===== config.mk =====
export PLATFORM = sky130hd
export DESIGN_NAME = bass_fir_mac
export DESIGN_NICKNAME = d
export VERILOG_FILES = /design/src/rtl/bass_eq_pkg.sv /design/src/rtl/bass_coef_rom.sv /design/src/rtl/bass_fir_mac.sv
export SDC_FILE = /design/constraint.sdc
export NUM_CORES = 1
export LEC_CHECK = 0
export BUFFER_PORTS_ARGS = -buffer_cell sky130_fd_sc_hd__buf_2
export CORE_MARGIN = 1
export CORE_UTILIZATION = 40
export DETAILED_ROUTE_END_ITERATION = 10
export PLACE_DENSITY = 0.62
export REMOVE_ABC_BUFFERS = 1
export SYNTH_ARGS = -nofsm -noshare
export SYNTH_HDL_FRONTEND = slang
export SYNTH_HIERARCHICAL = 1
export SYNTH_SLANG_ARGS = --single-unit

===== constraint.sdc =====
create_clock -name clk -period 12.38 [get_ports clk]
set_input_delay 1.238 -clock clk [delete_from_list [all_inputs] [get_ports clk]]
set_output_delay 1.238 -clock clk [all_outputs]
set_load 0.02 [all_outputs]

===== src/rtl/bass_eq_pkg.sv =====
// Shared widths, FSM state type and default coefficient table for the bass EQ chain.
// The saturation helper turns a Q-format accumulator into a clamped output sample.
package bass_eq_pkg;

  localparam int TAPS      = 16;
  localparam int SAMPLE_W  = 16;
  localparam int OUT_W     = 20;
  localparam int ACC_W     = 36;
  localparam int COEF_W    = 16;
  localparam int FRAC_BITS = COEF_W - 1;

  // Moving average: every tap is 1/16 in Q1.15, so the taps sum to unity gain.
  localparam logic [TAPS*COEF_W-1:0] DEFAULT_COEFS = {TAPS{16'h0800}};

  localparam logic signed [ACC_W-1:0] OUT_MAX = ACC_W'((2 ** (OUT_W - 1)) - 1);
  localparam logic signed [ACC_W-1:0] OUT_MIN = ~OUT_MAX;

  typedef enum logic [1:0] {
    IDLE,
    LOAD,
    MAC,
    OUT
  } fir_state_t;

  // Floor-shift out the fraction bits, then clamp to the output range.
  function automatic logic signed [OUT_W-1:0] sat_out(input logic signed [ACC_W-1:0] acc);
    logic signed [ACC_W-1:0] shifted;
    shifted = acc >>> FRAC_BITS;
    if (shifted > OUT_MAX) begin
      shifted = OUT_MAX;
    end else if (shifted < OUT_MIN) begin
      shifted = OUT_MIN;
    end
    return shifted[OUT_W-1:0];
  endfunction

endpackage


===== src/rtl/bass_coef_rom.sv =====
// Combinational coefficient lookup for the bass FIR, one 16-bit Q1.15 word per tap.
module bass_coef_rom
  import bass_eq_pkg::*;
(
  input  logic [3:0]  addr,
  output logic [15:0] coef
);

  assign coef = DEFAULT_COEFS[addr*COEF_W +: COEF_W];

endmodule


===== src/rtl/bass_fir_mac.sv =====
// 16-tap FIR low-pass for the bass path, computed with a single multiply-accumulate
// per clock over a circular sample history.
module bass_fir_mac
  import bass_eq_pkg::*;
(
  input  logic        clk,
  input  logic        rst_n,
  input  logic [15:0] inSample,
  input  logic        RDYsample,
  output logic [19:0] outBass,
  output logic        RDYaddbass,
  output logic        busy,
  output logic        overrun
);

  fir_state_t state_reg, state_next;

  logic [3:0]                     ptr_reg;
  logic [3:0]                     tap_reg;
  logic signed [ACC_W-1:0]        acc_reg;
  logic signed [OUT_W-1:0]        out_bass_reg;
  logic                           rdy_reg;
  logic                           overrun_reg;

  logic signed [SAMPLE_W-1:0]     hist [TAPS];
  logic [3:0]                     rd_idx;
  logic [COEF_W-1:0]              coef;
  logic signed [2*SAMPLE_W-1:0]   prod;
  logic signed [ACC_W-1:0]        prod_ext;

  // History registers are individually reset so unwritten taps contribute zero.
  genvar gi;
  generate
    for (gi = 0; gi < TAPS; gi++) begin : g_hist
      logic signed [SAMPLE_W-1:0] sample_reg;
      always_ff @(posedge clk or negedge rst_n) begin
        if (!rst_n) begin
          sample_reg <= '0;
        end else if (state_reg == LOAD && ptr_reg == 4'(gi)) begin
          sample_reg <= inSample;
        end
      end
      assign hist[gi] = sample_reg;
    end
  endgenerate

  // ptr_reg points at the newest sample throughout MAC, so x[n-k] sits at ptr-k.
  assign rd_idx   = ptr_reg - tap_reg;
  assign prod     = 32'($signed(coef)) * 32'(hist[rd_idx]);
  assign prod_ext = ACC_W'(prod);

  bass_coef_rom u_coef_rom (
    .addr (tap_reg),
    .coef (coef)
  );

  always_ff @(posedge clk or negedge rst_n) begin
    if (!rst_n) begin
      state_reg <= IDLE;
    end else begin
      state_reg <= state_next;
    end
  end

  always_comb begin
    state_next = state_reg;
    case (state_reg)
      IDLE:    if (RDYsample) state_next = LOAD;
      LOAD:    state_next = MAC;
      MAC:     if (tap_reg == 4'(TAPS - 1)) state_next = OUT;
      OUT:     state_next = IDLE;
      default: state_next = IDLE;
    endcase
  end

  always_ff @(posedge clk or negedge rst_n) begin
    if (!rst_n) begin
      ptr_reg      <= '0;
      tap_reg      <= '0;
      acc_reg      <= '0;
      out_bass_reg <= '0;
      rdy_reg      <= 1'b0;
      overrun_reg  <= 1'b0;
    end else begin
      rdy_reg <= 1'b0;
      // A strobe seen in OUT is still a busy-time strobe and is dropped.
      if (RDYsample && state_reg != IDLE) begin
        overrun_reg <= 1'b1;
      end
      case (state_reg)
        LOAD: begin
          acc_reg <= '0;
          tap_reg <= '0;
        end
        MAC: begin
          acc_reg <= acc_reg + prod_ext;
          tap_reg <= tap_reg + 4'd1;
        end
        OUT: begin
          out_bass_reg <= sat_out(acc_reg);
          rdy_reg      <= 1'b1;
          ptr_reg      <= ptr_reg + 4'd1;
        end
        default: ;
      endcase
    end
  end

  assign outBass    = out_bass_reg;
  assign RDYaddbass = rdy_reg;
  assign busy       = (state_reg != IDLE);
  assign overrun    = overrun_reg;

endmodule


# --- Yosys cells after proc, flatten, opt, wreduce, memory -nomap -nowiden ---
# Cells that the tools add are included.
op_classes:
  add_sub_neg: 4
  magnitude_cmp: 3
  n_shift: 1
  bitwise_logic: 1
  mul: 1
  muxes: 11
  eq_ne: 21
  div_mod_pow: 0
  reduce_logical: 22
op_table:
  columns: ["operator", "n"]
  rows:
  - ["variable part select 256 x 9 -> 16 bit (first input constant)", 1]
  - ["one-hot mux 36 bit (2 select lines)", 1]
  - ["binary-select mux 16 bit (select 4 bit)", 1]
  - ["2-to-1 mux 20 bit", 2]
  - ["adder 36 x 32 -> 36 bit", 1]
  - ["== test 4 bit (second input constant)", 9]
  - ["multiplier 16 x 16 -> 32 bit", 1]
  - ["2-to-1 mux 16 bit", 2]
  - ["greater-than comparator 21 x 20 -> 1 bit (second input constant)", 1]
  - ["< comparator 21 x 20 -> 1 bit (second input constant)", 1]
  - ["logical AND 1 bit", 17]
  - ["== test 4 x 3 -> 1 bit (second input constant)", 4]
  - ["adder 4 x 1 -> 4 bit (second input constant)", 2]
  - ["== test 4 x 2 -> 1 bit (second input constant)", 2]
  - ["one-hot mux 2 bit (4 select lines)", 1]
  - ["one-hot mux 4 bit (2 select lines)", 1]
  - ["greater-or-equal comparator 5 bit (second input constant)", 1]
  - ["inverter 4 -> 5 bit", 1]
  - ["== test 2 bit (second input constant)", 2]
  - ["== test 4 x 1 -> 1 bit (second input constant)", 1]
  - ["logical NOT 4 bit", 1]
  - ["2-to-1 mux 2 bit", 2]
  - ["!= test 2 bit (second input constant)", 2]
  - ["nonzero test 2 bit", 2]
  - ["other kinds (5)", 5]
totals:
  n_memories: 0
  latch_bits: 0
  ff_bits: 324
  rom_bits: 0
  ramBits: 0

# --- Logic depth before layout (Yosys ltp) ---
# Gate-level depths: netlist of run 1.
depth:
  word_depth: 8
  mapped_depth: 34

# --- By module ---
# Netlist of run 1, hierarchy kept.
by_module_without_submodules:
  columns: ["mod", "cells_each", "instances", "area_per_inst_um2"]
  rows:
  - ["bass_fir_mac", 2269, 1, 26290.2]
  - ["bass_coef_rom", 18, 1, 127.6]

# --- Worst setup path after synthesis of run 1 ---
# Ideal clock, no wire load.
synth_path:
  path_type: "flip-flop to flip-flop"
  startpoint: "register ptr_reg[0]"
  endpoint: "register acc_reg[35]"
  arrival_ns: 8.141
  setup_ns: 0.124
  t_required_ns: 12.256
  synth_period_minus_slack_ns: 8.265
  path_stages_with_launch: 30
  slack_ns: 4.115
  path_cell_list: "dfrtp_1 inv_1 ha_1 inv_1 fa_1 buf_2 buf_2 buf_2 mux4_2 mux2_2 a21oi_1 clkbuf_1 nor2b_1 fa_1 fa_1 fa_1 fa_1 fa_1 inv_1 fa_1 inv_1 ha_1 a21oi_1 o21bai_1 a2111oi_0 a21o_1 a21oi_1 o41ai_1 nor3_1 a211o_1"
synth_between:
  elab_chain_cells: 8
synth_lines:
  columns: ["element", "line", "source"]
  rows:
  - ["start, declared", "bass_fir_mac.sv:18", "logic [3:0] ptr_reg;"]
  - ["start signal, assigned", "bass_fir_mac.sv:102", "ptr_reg <= ptr_reg + 4'd1;"]
  - ["subtractor 4 bit", "bass_fir_mac.sv:48", "assign rd_idx = ptr_reg - tap_reg;"]
  - ["inverter 4 -> 5 bit (not written as such)", "bass_fir_mac.sv:49", "assign prod = 32'($signed(coef)) * 32'(hist[rd_idx]);"]
  - ["binary-select mux 16 bit (select 4 bit)", "bass_fir_mac.sv:49", null]
  - ["2-to-1 mux 16 bit (not written as such) (2 in series)", "bass_fir_mac.sv:49", null]
  - ["multiplier 16 x 16 -> 32 bit", "bass_fir_mac.sv:49", null]
  - ["adder 36 x 32 -> 36 bit", "bass_fir_mac.sv:96", "acc_reg <= acc_reg + prod_ext;"]
  - ["one-hot mux 36 bit (2 select lines)", "bass_fir_mac.sv:90", "case (state_reg)"]
  - ["end signal, assigned", "bass_fir_mac.sv:96", null]
  - ["end, declared", "bass_fir_mac.sv:20", "logic signed [ACC_W-1:0] acc_reg;"]
# No other way between the ends. The select of a mux whose other input is x is not followed.
# A chain may end at the register's enable or synchronous reset.

# --- Final worst setup path of run 1 ---
# Ends and elaborated chain as after synthesis.

==> results of run 1 <==
-- Yosys cell counts, drive strengths merged (18+ instances only) --
library cell,instances
inv,411
buf,47
mux4,64
a21o,18
nand3,23
mux2i,18
mux2,267
a21oi,44
xnor2,25
o211ai,22
nand2,110
nand2b,20
nor2,42
and2,19
nor2b,124
o21ai,53
ha,118
clkbuf,84
fa,316
dfrtp,324
-- cell usage in the layout, fill, tap and decap left out, drive strengths merged, types with 4 or more instances in the layout --
| master | count |
|---|---|
| clkinv | 8 |
| xnor2 | 25 |
| o21ai | 53 |
| conb | 16 |
| a21o | 18 |
| o21bai | 4 |
| a22o | 17 |
| a211oi | 11 |
| nand2b | 20 |
| clkbuf | 53 |
| a21oi | 44 |
| nand2 | 110 |
| buf | 82 |
| o31ai | 5 |
| nand3 | 23 |
| and3 | 17 |
| ha | 118 |
| a211o | 5 |
| mux4 | 64 |
| and2 | 19 |
| inv | 413 |
| nor3 | 11 |
| nor2 | 42 |
| nand4 | 10 |
| dfrtp | 324 |
| xor2 | 13 |
| o21a | 7 |
| mux2i | 18 |
| mux2 | 267 |
| o211ai | 22 |
| fa | 316 |
| nor2b | 124 |
-- worst min-delay path by stage --
stage                            start                      end  cells past startpoint
6_report           overrun$_DFFE_PN0P_      overrun$_DFFE_PN0P_                      1
5_1_grt            overrun$_DFFE_PN0P_      overrun$_DFFE_PN0P_                      1
4_1_cts            overrun$_DFFE_PN0P_      overrun$_DFFE_PN0P_                      1
3_5_place_dp       overrun$_DFFE_PN0P_      overrun$_DFFE_PN0P_                      1
3_3_place_gp       overrun$_DFFE_PN0P_      overrun$_DFFE_PN0P_                      1
2_1_floorplan  acc_reg[10]$_DFFE_PN0P_  acc_reg[10]$_DFFE_PN0P_                      1
-- cell type report --
class	count	area, um2
antenna	1	2.502
multi-input combinational	1434	16290
timing repair buffer	82	535.5
fill	5954	36010
clock inverter	14	186.4
inverter	412	1546
tap	855	1070
clock buffer	53	1069
sequential	324	8108
-- per-stage QoR --
stage | hold WS, ns | utilization | std cells | instance area (um2)
6_report | 0.4496 | 0.4444 | 3175 | 28800
5_1_grt | 0.4841 | 0.4444 | 3174 | 28800
4_1_cts | 0.4503 | 0.4444 | 3174 | 28800
3_5_place_dp | 0.4406 | 0.4250 | 3107 | 27550
3_3_place_gp | 0.4353 | 0.4250 | 3107 | 27550
2_1_floorplan | 0.4612 | - | 2170 | 25880
-- cell families (layout without fill, tap and decap cells) --
logic type      count (synthesis)  after routing  share of synthesized area
other cells                     2             17                  0.0002843
xor+xnor                       38             38                    0.01260
simple gates                  386            386                    0.07611
fa+ha+maj                     434            434                     0.2953
buf+inv                       543            561                    0.08089
mux                           349            349                     0.1752
compound gates                211            211                    0.05267
flops                         324            324                     0.3069
-- routing by layer --
layer  GRT usage  share of wire
met3     0.02392          0.042
met1      0.2597           0.44
met2      0.3257           0.48
met5           0        0.00047
met4     0.05835          0.031
==> out/qor.csv, run 1 <==
stage,metric,value,unit
outcome,outcome,"complete, no violations",
clock_tree,H-Tree Level Count,2,
drt,detailed-route via count,16580,
job,maxcap violations,0,
sta,final setup violation count,0,
drt,antenna-violating nets left,0,
yosys,dominant synthesized flop cell,dfrtp_1,
sta,period utilisation layout,0.7323,
placed_design,GPL Wtd Cong,0.8764,
final_layout,Layout area overhead,9.032,%
critical_path,cell family with most CP delay,adder cells,
critical_path,crit-path most repeated cell,fa_1,
floorplan,num ports,42,
placed_design,PortBufs,41,
sta,maximum clock rate,110.3,MHz
drt,drt drc,0,
clock_tree,TritonCTS Buffers,39,
yosys,Area contributors post-synth,"dfrtp_1 31%, fa_1 24%, mux2_2 11%, inv_1 5.8%, ha_1 5.6%",
floorplan,Die Span Y,259.0,um
grt,global-route wire length before repair,101700,um
critical_path,crit path to,acc_reg[35]$_DFFE_PN0P_,
yosys,Ys Warns,6,
final_layout,max FFs per register,256,
floorplan,number of core rows,93,
placed_design,dpl hpwl,43210,um
critical_path,critical path depth,29,
placed_design,worst slack at placement,3.326,ns
critical_path,Worst EP arrival,9.52,ns
critical_path,critical-path maximum fanout,35,
critical_path,R2R Setup Slk,3.31,ns
clock_tree,CTS root buf,clkbuf_16,
sta,Slew Limit Headroom,0.2923,
clock_tree,clk_lat worst skew,0.57,ns
yosys,mapped cell area,26420,um2
grt,vias in the first global route,18600,
yosys,"Seq/Total Area, Yosys",0.3069,
yosys,share of flip-flops with an asynchronous set or reset,1.000,
clock_tree,CTS hold repair buffers,0,
floorplan,DIE WIDTH,259.0,um
clock_tree,total clock sinks,324,
grt,initial antenna violation count,2,
floorplan,core area,64810,um2
sta,hold violation count in the final report,0,
sta,Slew @ Worst Pin,1.062,ns
sta,Final Skew,0.02545,ns
clock_tree,Post-CTS Resized,0,
grt,GRT overflow,0,
critical_path,r2r startpoint,ptr_reg[0]$_DFFE_PN0P_,
drt,drt first pass iters,5,
final_layout,share of cells above drive strength 1,0.2096,
floorplan,Initial Util,0.4076,
clock_tree,"Reg clk slew, reported paths",0.06,ns
clock_tree,Clock Path Buffers,3,
sta,"Slew Viols, Final",0,
drt,Vias per Instance,5.221,
critical_path,CP startpoint,ptr_reg[0]$_DFFE_PN0P_,
critical_path,CP bufs+invs,7,
critical_path,CP max stage delay,1.20,ns
yosys,Cells after Synth,2287,
yosys,post-synthesis register bit count,324,
clock_tree,setup bufs post-CTS,0,
critical_path,worst r2r dst,acc_reg[35]$_DFFE_PN0P_,
clock_tree,CTS tree,built,
hold_path,hold crit path type,reg2reg,
yosys,Synth area leader,dfrtp_1,
critical_path,r2r worst-path depth,29,
critical_path,startpoint types,register,
grt,overall global routing resource usage,0.1930,
yosys,Post-synth EDFFs,0,
sta,setup TNS,0,ns
yosys,Mean Syn Cell Area,11.55,um2
grt,largest net degree at the start of global routing,198,
drt,Avg WL per Cell,19.24,um
critical_path,Critical Path RT,12.84,ns
drt,drt total wl,61100,um
critical_path,Crit. End Element,register,
critical_path,slowest CP cell,fa_4,
drt,Starting DRT DRC Count,914,
sta,Final Critical Period,9.065,ns
floorplan,die area,67080,um2
sta,Setup WS post-layout,3.315,ns
sta,RSZ-0062 raised after global routing,no,
yosys,Synth cell types,60,
final_layout,final net count,2746,
critical_path,critical setup path kind,reg2reg,
yosys,Synth top area share,0.3069,
Power of run 1 is left out: the tool's default activity adds up to more than one toggle a clock period on the data nets, which glitch-free logic cannot reach.
==> run 2: changes to the inputs <==
- clock period: 12.38 -> 9.5 ns (I/O delays scaled with it)
==> run 2 against run 1 <==
  * Global-route usage up 0.82 points
  * Sequential cell count unchanged
  * First-iteration DRC count down 0.77%
  * Worst hold slack better by 0.010 ns
  * Clock skew down 0.0031 ns
  * Wire length up 3.6%
  * Via count up 1.7%
  * Worst setup slack worse by 2.5 ns
  * Cell count up 0.25%
  * Cell area up 0.18%
  * Maximum frequency up 3.8%
  * Critical path type unchanged
==> out/qor.csv, run 2 (synthesis results as in run 1) <==
stage,metric,value,unit,change
drt,drt drc,0,,unchanged
critical_path,CP startpoint,ptr_reg[0]$_DFFE_PN0P_,,
grt,GRT overflow,0,,unchanged
critical_path,critical-path maximum fanout,29,,-17%
critical_path,Crit. End Element,register,,
critical_path,critical setup path kind,reg2reg,,
critical_path,crit path to,acc_reg[35]$_DFFE_PN0P_,,
drt,Avg WL per Cell,19.88,um,+3.3%
critical_path,Worst EP arrival,9.19,ns,-0.33 ns
clock_tree,CTS tree,built,,
clock_tree,Post-CTS Resized,0,,unchanged
sta,maximum clock rate,114.5,MHz,+3.8%
final_layout,Layout area overhead,9.231,%,
floorplan,core area,64810,um2,unchanged
drt,Starting DRT DRC Count,907,,-0.77%
critical_path,Critical Path RT,9.95,ns,-2.89 ns
job,maxcap violations,0,,unchanged
final_layout,fin cells,3183,,+0.25%
clock_tree,total clock sinks,324,,unchanged
clock_tree,TritonCTS Buffers,39,,unchanged
floorplan,die area,67080,um2,unchanged
clock_tree,CTS root buf,clkbuf_16,,
critical_path,startpoint types,register,,
floorplan,Initial Util,0.4076,,unchanged
final_layout,most frequent cells in the layout,"411 x inv_1, 324 x dfrtp_1, 315 x fa_1",,
critical_path,r2r worst-path depth,27,,-6.9%
critical_path,R2R Setup Slk,0.76,ns,-2.55 ns
critical_path,worst r2r dst,acc_reg[35]$_DFFE_PN0P_,,
sta,RSZ-0062 raised after global routing,no,,
final_layout,share of cells above drive strength 1,0.2110,,+0.001428
placed_design,dpl hpwl,44910,um,+3.9%
sta,hold violation count in the final report,0,,unchanged
floorplan,number of core rows,93,,unchanged
sta,Slew Limit Headroom,0.3062,,+0.01393
placed_design,PortBufs,41,,unchanged
sta,Final Critical Period,8.735,ns,-0.3300 ns
clock_tree,CTS hold repair buffers,0,,unchanged
clock_tree,"Reg clk slew, reported paths",0.06,ns,about the same
final_layout,"most common cell after layout, fill and taps aside",inv_1,,
grt,global-route wire length before repair,105200,um,+3.5%
final_layout,max FFs per register,256,,unchanged
outcome,outcome,"complete, no violations",,
drt,drt first pass iters,7,,+2
sta,final setup violation count,0,,unchanged
clock_tree,Clock Path Buffers,3,,unchanged
grt,initial antenna violation count,3,,+1
sta,Final Skew,0.02232,ns,-0.003128 ns
placed_design,GPL Wtd Cong,0.8735,,-0.33%
drt,antenna-violating nets left,0,,unchanged
floorplan,num ports,42,,unchanged
clock_tree,setup bufs post-CTS,0,,unchanged
grt,vias in the first global route,18810,,+1.1%
drt,Vias per Instance,5.294,,+1.4%
clock_tree,clk_lat worst skew,0.59,ns,+0.02 ns
grt,largest net degree at the start of global routing,120,,-39%
sta,period utilisation layout,0.9195,,+0.1873
critical_path,r2r startpoint,ptr_reg[0]$_DFFE_PN0P_,,
final_layout,final net count,2752,,+0.22%
floorplan,DIE WIDTH,259.0,um,unchanged
grt,overall global routing resource usage,0.2013,,+0.008247
clock_tree,H-Tree Level Count,2,,unchanged
sta,Slew @ Worst Pin,1.041,ns,-0.02089 ns
drt,drt total wl,63280,um,+3.6%
sta,"Slew Viols, Final",0,,unchanged
drt,detailed-route via count,16850,,+1.7%
placed_design,DP Cell Count,3113,,+0.19%
floorplan,Die Span Y,259.0,um,unchanged
hold_path,hold crit path type,reg2reg,,
[run 2: cell count changes in the layout (fill, tap and decap cells not counted), moves of 2 or more]
cell      change
clkinv_2      -2
buf_4         +6
inv_6         +2
clkbuf_1      +3
[run 2: metal layers]
layer | GRT usage | part of all wire | wire [um]
met5 | 0 | 0.00036 | 23
met4 | 0.05293 | 0.027 | 1695
met3 | 0.02734 | 0.045 | 2844
met2 | 0.3323 | 0.48 | 30420
met1 | 0.2787 | 0.45 | 28300
[run 2: cell type report]
type                       count  area, um2
tap                          855       1070
clock inverter                12      168.9
clock buffer                  57       1094
sequential                   324       8108
antenna                        1      2.502
inverter                     412       1546
timing repair buffer          88      580.6
multi-input combinational   1434      16290
fill                        5947      35960
[run 2: through the flow]
stage / util / setup WS [ns] / hold WS, ns / area, um2 / TNS, ns
after global placement: 0.4257 / 0.9982 / 0.4413 / 27590 / 0
after detailed placement: 0.4257 / 0.8377 / 0.4472 / 27590 / 0
final: 0.4452 / 0.7645 / 0.4599 / 28860 / 0
after floorplan: - / -0.08781 / 0.4612 / 25880 / -0.08781
after global routing: 0.4452 / 0.3234 / 0.4790 / 28860 / 0
after CTS: 0.4452 / 0.8029 / 0.4632 / 28850 / 0
[run 2: critical path, stage by stage (launching register included)]
cell and delay [ns]:
dfrtp_1 0.44, inv_1 0.17, ha_4 0.16, inv_1 0.05
fa_4 1.14, mux4_2 0.39, nor2b_1 0.14, a211oi_1 0.25
a21oi_1 0.07, buf_4 0.25, and2_1 0.19, fa_1 0.46
fa_1 0.56, fa_1 0.43, fa_1 0.46, fa_1 0.49
inv_1 0.05, fa_1 0.48, inv_1 0.04, ha_1 0.37
o21ai_0 0.20, nor2_1 0.07, a2111oi_0 0.44, a21o_1 0.20
a21oi_1 0.12, o41ai_1 0.56, nor3_1 0.10, a211o_1 0.29
[run 2: worst min-delay path by stage]
stage	startpoint	end	slack [ns]	cells after the start
2_1_floorplan	acc_reg[10]$_DFFE_PN0P_	acc_reg[10]$_DFFE_PN0P_	0.46	1
3_3_place_gp	overrun$_DFFE_PN0P_	overrun$_DFFE_PN0P_	0.44	1
3_5_place_dp	overrun$_DFFE_PN0P_	overrun$_DFFE_PN0P_	0.45	1
4_1_cts	overrun$_DFFE_PN0P_	overrun$_DFFE_PN0P_	0.46	1
5_1_grt	overrun$_DFFE_PN0P_	overrun$_DFFE_PN0P_	0.48	1
6_report	overrun$_DFFE_PN0P_	overrun$_DFFE_PN0P_	0.46	1
Power of run 2 is left out for the same reason.
==> run 3: changes to the inputs <==
- CTS_BUF_LIST: unset -> sky130_fd_sc_hd__clkbuf_8
==> run 3 against run 2 <==
  * Sequential share of layout area barely moved
  * Cell area about the same
  * Sequential cell count is the same
  * Utilization barely moved
  * Critical path type unchanged
==> out/qor.csv, run 3 (synthesis results as in run 1) <==
stage,metric,value,unit,change
outcome,outcome,"complete, no violations",,
floorplan,Initial Util,0.4076,,unchanged
critical_path,Crit. End Element,register,,
critical_path,Critical Path RT,10.07,ns,+0.12 ns
final_layout,Register Area,8108,um2,unchanged
sta,RSZ-0062 raised after global routing,no,,
drt,Avg WL per Cell,19.62,um,-1.3%
final_layout,most frequent cells in the layout,"424 x inv_1, 324 x dfrtp_1, 315 x fa_1",,
critical_path,crit-path most repeated cell,fa_1,,
final_layout,max FFs per register,256,,unchanged
job,maxcap violations,0,,unchanged
sta,final setup violation count,0,,unchanged
critical_path,cell family with most CP delay,adder cells,,
hold_path,hold crit path type,in2async,,
sta,Final Critical Period,8.741,ns,+0.005777 ns
final_layout,multi-input logic area,16290,um2,unchanged
critical_path,critical-path maximum fanout,29,,unchanged
grt,global-route wire length before repair,104600,um,-0.59%
final_layout,share of cells above drive strength 1,0.2224,,+0.01136
drt,drt first pass iters,5,,-2
clock_tree,CTS hold repair buffers,0,,unchanged
sta,Final Skew,0.03888,ns,+0.01656 ns
grt,met1 usage,0.2753,,-0.003323
drt,Vias per Instance,5.263,,-0.59%
critical_path,Worst EP arrival,9.31,ns,+0.12 ns
sta,setup TNS,0,ns,unchanged
critical_path,CP max stage delay,1.14,ns,about the same
placed_design,GPL Wtd Cong,0.8735,,unchanged
floorplan,num ports,42,,unchanged
sta,hold violation count in the final report,0,,unchanged
critical_path,startpoint types,register,,
drt,Starting DRT DRC Count,913,,+0.66%
grt,met2 global-route usage,0.3266,,-0.005645
placed_design,PortBufs,41,,unchanged
clock_tree,Clock Path Buffers,3,,unchanged
final_layout,Layout area overhead,9.169,%,about the same
clock_tree,CTS root buf,clkbuf_8,,
placed_design,dpl hpwl,44910,um,unchanged
floorplan,die area,67080,um2,unchanged
critical_path,slowest CP cell,fa_4,,
clock_tree,TritonCTS Buffers,57,,+46%
clock_tree,total clock sinks,324,,unchanged
grt,GRT overflow,0,,unchanged
drt,antenna-violating nets left,0,,unchanged
floorplan,number of core rows,93,,unchanged
floorplan,core area,64810,um2,unchanged
clock_tree,H-Tree Level Count,2,,unchanged
grt,routing usage on met3,0.02480,,-0.002539
clock_tree,"Reg clk slew, reported paths",0.06,ns,about the same
sta,maximum clock rate,114.4,MHz,about the same
grt,vias in the first global route,18940,,+0.69%
critical_path,critical setup path kind,reg2reg,,
critical_path,CP bufs+invs,7,,+2
final_layout,final net count,2770,,+0.65%
clock_tree,clk_lat worst skew,0.68,ns,+0.09 ns
sta,period utilisation layout,0.9201,,about the same
grt,grt peak-use layer,met2,,
floorplan,Die Span Y,259.0,um,unchanged
grt,overall global routing resource usage,0.2001,,-0.001177
clock_tree,CTS tree,built,,
drt,drt total wl,63110,um,-0.27%
clock_tree,Post-CTS Resized,0,,unchanged
final_layout,fill count,5950,,+0.050%
grt,initial antenna violation count,3,,unchanged
sta,Slew Limit Headroom,0.3043,,-0.001915
floorplan,DIE WIDTH,259.0,um,unchanged
drt,drt drc,0,,unchanged
clock_tree,setup bufs post-CTS,0,,unchanged
final_layout,"most common cell after layout, fill and taps aside",inv_1,,
sta,Slew @ Worst Pin,1.044,ns,+0.002872 ns
sta,"Slew Viols, Final",0,,unchanged
drt,detailed-route via count,16930,,+0.47%
grt,largest net degree at the start of global routing,120,,unchanged
run 3: per-layer routing:
metal	part of all wire	vias up
li1	-	7449
met1	0.44	8913
met2	0.47	427
met3	0.048	137
met4	0.035	4
met5	0.00036	-
run 3: worst paths after layout:
check | from | end | slack (ns) | depth (start not counted)
worst max-delay path | ptr_reg[0]$_DFFE_PN0P_ | acc_reg[35]$_DFFE_PN0P_ | 0.76 | 28
worst min-delay path | rst_n | g_hist[2].sample_reg[15]$_DFFE_PN0P_ | 0.38 | 1
worst max register to register | ptr_reg[0]$_DFFE_PN0P_ | acc_reg[35]$_DFFE_PN0P_ | 0.76 | 28
worst min register to register | overrun$_DFFE_PN0P_ | overrun$_DFFE_PN0P_ | 0.46 | 1
max in group asynchronous | rst_n | g_hist[8].sample_reg[7]$_DFFE_PN0P_ | 7.49 | 2
min in group clk | overrun$_DFFE_PN0P_ | overrun$_DFFE_PN0P_ | 0.46 | 1
run 3: final cells by class:
cell class | count | area share
diodes | 1 | 0.00008677
clock buffers | 77 | 0.03675
clock inverters | 26 | 0.006464
inverters | 412 | 0.05362
multi-input cells | 1434 | 0.5647
flip-flops and latches | 324 | 0.2811
well taps | 855 | 0.03709
repair buffers | 88 | 0.02013
run 3: per-stage QoR:
step | cells | util | setup WS [ns] | hold slack, ns | area (um2)
detailed placement | 3113 | 0.4257 | 0.8377 | 0.4472 | 27590
global route | 3217 | 0.4450 | 0.3480 | 0.4410 | 28840
global placement | 3113 | 0.4257 | 0.9982 | 0.4413 | 27590
floorplan | 2170 | - | -0.08781 | 0.4612 | 25880
finish | 3217 | 0.4450 | 0.7588 | 0.3815 | 28840
CTS | 3216 | 0.4449 | 0.8411 | 0.3840 | 28840
run 3: worst reg2reg max path: cells and delay by family (launching register included):
family / cells / cell delay, ns
flip-flops: 1 / 0.44
AO/OA/AOI/OAI: 8 / 2.10
adder cells (fa/ha/maj): 9 / 4.23
multiplexers: 1 / 0.55
AND/OR/NAND/NOR: 3 / 0.29
buffers and inverters: 7 / 1.04
Power of run 3 is left out for the same reason.
